**config.mk**
```make
export PLATFORM = sky130hd
export DESIGN_NAME = comm_send_flat
export DESIGN_NICKNAME = d
export VERILOG_FILES = /design/src/rtl/comm_pkg.sv /design/src/rtl/comm_send_if.sv /design/src/rtl/comm_tick_div.sv /design/src/rtl/comm_send.sv /design/src/flat_wrapper.sv
export SDC_FILE = /design/constraint.sdc
export NUM_CORES = 1
export LEC_CHECK = 0
export CAP_MARGIN = 15
export CORE_ASPECT_RATIO = 1.1
export CORE_MARGIN = 2
export CORE_UTILIZATION = 46
export CTS_BUF_LIST = sky130_fd_sc_hd__clkbuf_8
export DETAILED_ROUTE_END_ITERATION = 7
export PLACE_DENSITY = 0.76
export SYNTH_ARGS = -nofsm -noshare
export SYNTH_HDL_FRONTEND = slang
export SYNTH_SLANG_ARGS = --single-unit
```
**constraint.sdc**
```tcl
create_clock -name CLK -period 9.75 [get_ports CLK]
set_clock_uncertainty 0.1 [all_clocks]
set_input_delay 1.95 -clock CLK [delete_from_list [all_inputs] [get_ports CLK]]
set_output_delay 1.95 -clock CLK [all_outputs]
set_load 0.01 [all_outputs]
```
**src/rtl/comm_pkg.sv**
```systemverilog
// Shared definitions for the comm_send / comm_recv pair: word geometry, idle code,
// sample-pair payload and the word-to-pair extraction helper.
package comm_pkg;

    localparam int unsigned COMM_WORD_W   = 128;
    localparam int unsigned COMM_SAMPLE_W = 8;
    localparam int unsigned COMM_PAIRS    = 8;
    localparam int unsigned COMM_PIDX_W   = $clog2(COMM_PAIRS);
    localparam int unsigned COMM_PAIR_W   = 2 * COMM_SAMPLE_W;

    localparam logic [COMM_SAMPLE_W-1:0] COMM_IDLE_CODE = 8'h80;

    typedef logic [COMM_WORD_W-1:0] comm_word_t;

    // One DA sample pair; da2 occupies the upper byte of each 16-bit lane.
    typedef struct packed {
        logic [COMM_SAMPLE_W-1:0] da2;
        logic [COMM_SAMPLE_W-1:0] da1;
    } comm_pair_t;

    typedef enum logic [1:0] {
        ST_IDLE    = 2'd0,
        ST_STREAM  = 2'd1,
        ST_STARVED = 2'd2
    } comm_send_state_t;

    function automatic comm_pair_t comm_pair(input comm_word_t word,
                                             input logic [COMM_PIDX_W-1:0] k);
        return comm_pair_t'(word[{k, 4'd0} +: COMM_PAIR_W]);
    endfunction

endpackage

```
**src/rtl/comm_send_if.sv**
```systemverilog
// FIFO read port plus dual DA sample outputs of comm_send.
interface comm_send_if;
    import comm_pkg::*;

    logic                     rd_en;
    logic [COMM_WORD_W-1:0]   din;
    logic                     empty;
    logic [COMM_SAMPLE_W-1:0] da1;
    logic [COMM_SAMPLE_W-1:0] da2;
    logic                     da_valid;
    logic                     underrun;

    modport master (
        output rd_en,
        input  din,
        input  empty,
        output da1,
        output da2,
        output da_valid,
        output underrun
    );

    modport slave (
        input  rd_en,
        output din,
        output empty,
        input  da1,
        input  da2,
        input  da_valid,
        input  underrun
    );

endinterface

```
**src/rtl/comm_tick_div.sv**
```systemverilog
// Sample-rate divider: tick is high for one cycle out of every DIV while en is high.
module comm_tick_div #(
    parameter int unsigned DIV = 4
) (
    input  logic CLK,
    input  logic RST,
    input  logic en,
    output logic tick
);

    localparam int unsigned CNT_W = (DIV > 1) ? $clog2(DIV) : 1;
    localparam logic [CNT_W-1:0] LAST = CNT_W'(DIV - 1);

    logic [CNT_W-1:0] cnt;

    always_ff @(posedge CLK or posedge RST) begin
        if (RST) begin
            cnt <= '0;
        end else if (!en || cnt == LAST) begin
            cnt <= '0;
        end else begin
            cnt <= cnt + CNT_W'(1);
        end
    end

    assign tick = en && (cnt == LAST);

endmodule

```
**src/rtl/comm_send.sv**
```systemverilog
// Transmit side: prefetches 128-bit FIFO words and plays them out as eight
// (da1, da2) pairs, one per divider tick, with idle-code fallback on underrun.
module comm_send
    import comm_pkg::*;
#(
    parameter int unsigned              DIV       = 4,
    parameter logic [COMM_SAMPLE_W-1:0] IDLE_CODE = COMM_IDLE_CODE
) (
    input  logic        CLK,
    input  logic        RST,
    input  logic        en,
    output logic        busy,
    comm_send_if.master bus
);

    localparam logic [COMM_PIDX_W-1:0] LAST_PAIR = COMM_PIDX_W'(COMM_PAIRS - 1);

    comm_send_state_t        state, state_n;
    comm_word_t              sreg, sreg_n;
    comm_word_t              nbuf, nbuf_n;
    logic [COMM_PIDX_W-1:0]  pidx, pidx_n;
    logic                    nvalid, nvalid_n;
    logic                    pending, pending_n;
    comm_pair_t              da, da_n;
    logic                    da_valid, da_valid_n;
    logic                    underrun, underrun_n;
    logic                    tick;
    logic                    rd_en;

    comm_tick_div #(.DIV(DIV)) u_div (
        .CLK  (CLK),
        .RST  (RST),
        .en   (en),
        .tick (tick)
    );

    // Single outstanding read, only into an empty prefetch buffer.
    assign rd_en    = !RST && !nvalid && !pending && !bus.empty;
    assign bus.rd_en    = rd_en;
    assign bus.da1      = da.da1;
    assign bus.da2      = da.da2;
    assign bus.da_valid = da_valid;
    assign bus.underrun = underrun;

    always_ff @(posedge CLK or posedge RST) begin
        if (RST) begin
            state    <= ST_IDLE;
            sreg     <= '0;
            nbuf     <= '0;
            pidx     <= '0;
            nvalid   <= 1'b0;
            pending  <= 1'b0;
            da       <= '{da2: IDLE_CODE, da1: IDLE_CODE};
            da_valid <= 1'b0;
            underrun <= 1'b0;
            busy     <= 1'b0;
        end else begin
            state    <= state_n;
            sreg     <= sreg_n;
            nbuf     <= nbuf_n;
            pidx     <= pidx_n;
            nvalid   <= nvalid_n;
            pending  <= pending_n;
            da       <= da_n;
            da_valid <= da_valid_n;
            underrun <= underrun_n;
            busy     <= (state_n == ST_STREAM) || nvalid_n || pending_n;
        end
    end

    // ST_STARVED is "not active but started": the next empty tick reports underrun.
    always_comb begin
        state_n    = state;
        sreg_n     = sreg;
        nbuf_n     = nbuf;
        pidx_n     = pidx;
        nvalid_n   = nvalid;
        pending_n  = pending;
        da_n       = da;
        da_valid_n = 1'b0;
        underrun_n = 1'b0;

        if (pending) begin
            nbuf_n    = bus.din;
            nvalid_n  = 1'b1;
            pending_n = 1'b0;
        end
        if (rd_en) begin
            pending_n = 1'b1;
        end

        if (tick) begin
            unique case (state)
                ST_STREAM: begin
                    da_n       = comm_pair(sreg, pidx);
                    da_valid_n = 1'b1;
                    pidx_n     = pidx + COMM_PIDX_W'(1);
                    if (pidx == LAST_PAIR) begin
                        if (nvalid) begin
                            sreg_n   = nbuf;
                            nvalid_n = 1'b0;
                            pidx_n   = '0;
                        end else begin
                            state_n = ST_STARVED;
                        end
                    end
                end
                ST_IDLE, ST_STARVED: begin
                    if (nvalid) begin
                        sreg_n     = nbuf;
                        nvalid_n   = 1'b0;
                        da_n       = comm_pair(nbuf, COMM_PIDX_W'(0));
                        da_valid_n = 1'b1;
                        pidx_n     = COMM_PIDX_W'(1);
                        state_n    = ST_STREAM;
                    end else if (state == ST_STARVED) begin
                        da_n       = '{da2: IDLE_CODE, da1: IDLE_CODE};
                        underrun_n = 1'b1;
                        state_n    = ST_IDLE;
                    end
                end
                default: state_n = ST_IDLE;
            endcase
        end
    end

endmodule

```
**src/flat_wrapper.sv**
```systemverilog
// flat-port wrapper written by rule: the top's interface ports become plain ports
module comm_send_flat import comm_pkg::*;
#(
    parameter int unsigned              DIV       = 4,
    parameter logic [COMM_SAMPLE_W-1:0] IDLE_CODE = COMM_IDLE_CODE
)
  (CLK, RST, en, busy, bus_rd_en, bus_din, bus_empty, bus_da1, bus_da2, bus_da_valid, bus_underrun);
  comm_send_if bus_i ();
  input  logic CLK;
  input  logic RST;
  input  logic en;
  output logic busy;
  output wire logic [$bits(bus_i.rd_en)-1:0] bus_rd_en;
  input wire logic [$bits(bus_i.din)-1:0] bus_din;
  input wire logic [$bits(bus_i.empty)-1:0] bus_empty;
  output wire logic [$bits(bus_i.da1)-1:0] bus_da1;
  output wire logic [$bits(bus_i.da2)-1:0] bus_da2;
  output wire logic [$bits(bus_i.da_valid)-1:0] bus_da_valid;
  output wire logic [$bits(bus_i.underrun)-1:0] bus_underrun;
  assign bus_rd_en = bus_i.rd_en;
  assign bus_i.din = bus_din;
  assign bus_i.empty = bus_empty;
  assign bus_da1 = bus_i.da1;
  assign bus_da2 = bus_i.da2;
  assign bus_da_valid = bus_i.da_valid;
  assign bus_underrun = bus_i.underrun;
  comm_send #(.DIV(DIV), .IDLE_CODE(IDLE_CODE)) u_core (.CLK(CLK), .RST(RST), .en(en), .busy(busy), .bus(bus_i));
endmodule
```
==> results.ini <==
[clocking]
post_cts_buffers=0
clockBufferDepth=3
cts_root_buf=clkbuf_8
numCtsBuffers=46
clk_latency_ns=0.54
cts_num_sinks=284
cts_resized=0
ctsHoldBuffers=0
htree_levels=2
cts_tree=done
path_clk_slew_ns=0.05

[die]
core_area_sq_um=25260
start_util_pct=46.67
die_area_sq_um=26930
die_h_um=171.9
ioPinCount=152
rows=61
die_x_um=156.6

[synthesis]
synthFlopType=dfrtp_1
async_flop_share_pct=100.0
yosysWarningCount=0
synth_cell_types=36
syn_nets=865
ys_seq_area_share_pct=60.30
synthCells=730
synth_area_per_cell_sq_um=16.15
syn-cell-area_sq_um=11790
ys_ff_latch=284
synth_edf_count=0

[sta]
fin_crit_ns=5.528
slew_headroom_pct=32.24
fmaxAchievable_mhz=180.9
tightest_slew_ns=1.016
final_max_slew_viol_count=0
fin_crit_sh_pct=56.70
setup_viol=0
rsz0062_at_grt=false
tns_ns=0
hold_violations=0

[placed_design]
hpwl_um=15290
gp_congestion=0.7061
portBuffers=151
dp.cells=1189

[grt]
grt_antenna_before_repair=3
grt_pass1_wl_um=37980
grt_pass1_vias=7002
grt_max_degree=137
grt-ovfl-total=0
grt_usage_pct=18.41

[final_layout]
instances_no_fill=1270
n_antenna_cell=0
fin_nets=1026
syn2layout_area_growth_pct=22.73
fin_util_pct=57.28
layout-drive-gt1-share_pct=22.29

[setup_path]
r2r_setup_slack_ns=5.81
required_ns=7.70
r2r_cells=7
critPathLaunch=RST
crit_type=in2out
crit_fanout=3
critPathArrivalTime_ns=3.48
start_kind=input pin
r2r_end=u_core.sreg[5]
r2r-start=u_core.pidx[1]
cp-end-kind=output pin

[power]
p_sw_mw=1.092
ir_drop_mv=0.1268
leakagePower_nw=6.603
power_density_nw_per_um2=265.7
switching_share_pct=28.40
p_clk_share_pct=25.1
combPwrFrac_pct=25.1
p_int_mw=2.753
p_seq_share_pct=49.7

[routing]
wl_um=23620
drt.antenna.violating_nets=0
via_per_inst=5.182
dr_total_vias=6581
wl_per_cell_um=18.60
drt_iter0_drc=273
drc=0
dr.pass1.iters=4

[min_path]
hold_class=reg2reg
min_path_cells=1
hold_end=u_core.u_div.cnt[0]
hp-start=u_core.u_div.cnt[0]

[outcome]
status=finished, final reports clean

[flow_run]
drv_cap=0

-- stage by stage --
| stage | hold slack [ns] | area [sq um] | power [mW] | worst slack, ns |
|---|---|---|---|---|
| final | 0.3383 | 14470 | 3.845 | 4.222 |
| after global routing | 0.3771 | 14470 | 4.093 | 4.121 |
| after CTS | 0.3417 | 14470 | 3.909 | 4.223 |
| after detailed placement | 0.3335 | 13590 | 2.920 | 4.227 |
| after global placement | 0.3267 | 13590 | 2.876 | 4.259 |
| after floorplan | 0.3139 | 11790 | 2.559 | 3.938 |
-- power groups by stage --
| stage | clock [mW] | sequential, mW | combinational (mW) |
|---|---|---|---|
| final | 0.967 | 1.91 | 0.966 |
| after global routing | 1.05 | 1.97 | 1.06 |
| after CTS | 1.00 | 1.92 | 0.991 |
| after detailed placement | 0 | 1.94 | 0.984 |
| after global placement | 0 | 1.92 | 0.957 |
| after floorplan | 0 | 1.83 | 0.731 |
-- area by class of cell --
| class | count | area (sq um) |
|---|---|---|
| Inverter | 6 | 26.28 |
| Sequential cell | 284 | 7116 |
| Clock inverter | 25 | 107.6 |
| Clock buffer | 56 | 770.7 |
| Multi-Input combinational cell | 391 | 4410 |
| Tap cell | 346 | 432.9 |
| Timing Repair Buffer | 162 | 1607 |
| Fill cell | 2069 | 10790 |
-- cells in the mapped netlist (all sizes together) (2+ instances only) --
cell,count,area (sq um)
a21oi,14,70.07
a22oi,14,160.2
a32oi,2,17.52
buf,41,230.2
clkbuf,8,30.03
dfrtp,282,7057
dfstp,2,52.55
ha,3,37.54
inv,6,22.52
mux2,271,3052
mux4,32,788.3
nand2,10,37.54
nand2b,3,18.77
nand3,2,10.01
nor2,16,60.06
nor2b,2,12.51
nor3b,2,15.01
o21ai,10,50.05
-- critical path, cell delays in order --
cell and delay (ns):
clkdlybuf4s50_1 0.47, nor4_1 0.32, buf_4 0.20, clkdlybuf4s50_1 0.53
-- state kept, by name (all words and copies together), names as in the netlist, 2 cells and up --
name and count:
u_core.bus.da2 8, u_core.nbuf 128, u_core.u_div.cnt 2, u_core.bus.da1 8, u_core.sreg 128, u_core.state 2
u_core.pidx 3
-- logic make-up (layout without fill, tap and decap cells) --
logic type               after synthesis  in the layout  synth area share [%]
multiplexers                         303            303                 32.57
flip-flops                           284            284                 60.30
buffers and inverters                 55            249                 2.398
AO/OA/AOI/OAI                         43             43                 2.706
AND/OR/NAND/NOR                       42             42                 1.709
adder cells (fa/ha/maj)                3              3                0.3184
-- metal layers --
layer  track usage [%]  routed length, um
met4             5.544                491
met1             24.78              10700
met3             3.709               1132
met5                 0                 12
met2             30.49              11290
-- how the worst max path moves through the flow --
stage | to | slack (ns)
2_1_floorplan | u_core.bus.da1[0] | 3.94
3_3_place_gp | bus_rd_en | 4.26
3_5_place_dp | bus_rd_en | 4.23
4_1_cts | bus_rd_en | 4.22
5_1_grt | bus_rd_en | 4.12
6_report | bus_rd_en | 4.22
-- placed cells by master, fill, tap and decap left out, drive strengths merged, types with 2 or more instances in the layout --
cell type / Yosys / routed
dfrtp: 282 / 282
mux2: 271 / 271
clkdlybuf4s50: 0 / 151
clkbuf: 8 / 56
mux4: 32 / 32
inv: 6 / 27
nor2: 16 / 16
a21oi: 14 / 14
a22oi: 14 / 14
buf: 41 / 11
nand2: 10 / 10
o21ai: 10 / 10
nand2b: 3 / 3
ha: 3 / 3
nand3: 2 / 2
clkinvlp: 0 / 2
a32oi: 2 / 2
clkinv: 0 / 2
dfstp: 2 / 2
nor3b: 2 / 2
nor2b: 2 / 2
Power figures use the tool's default switching activity.
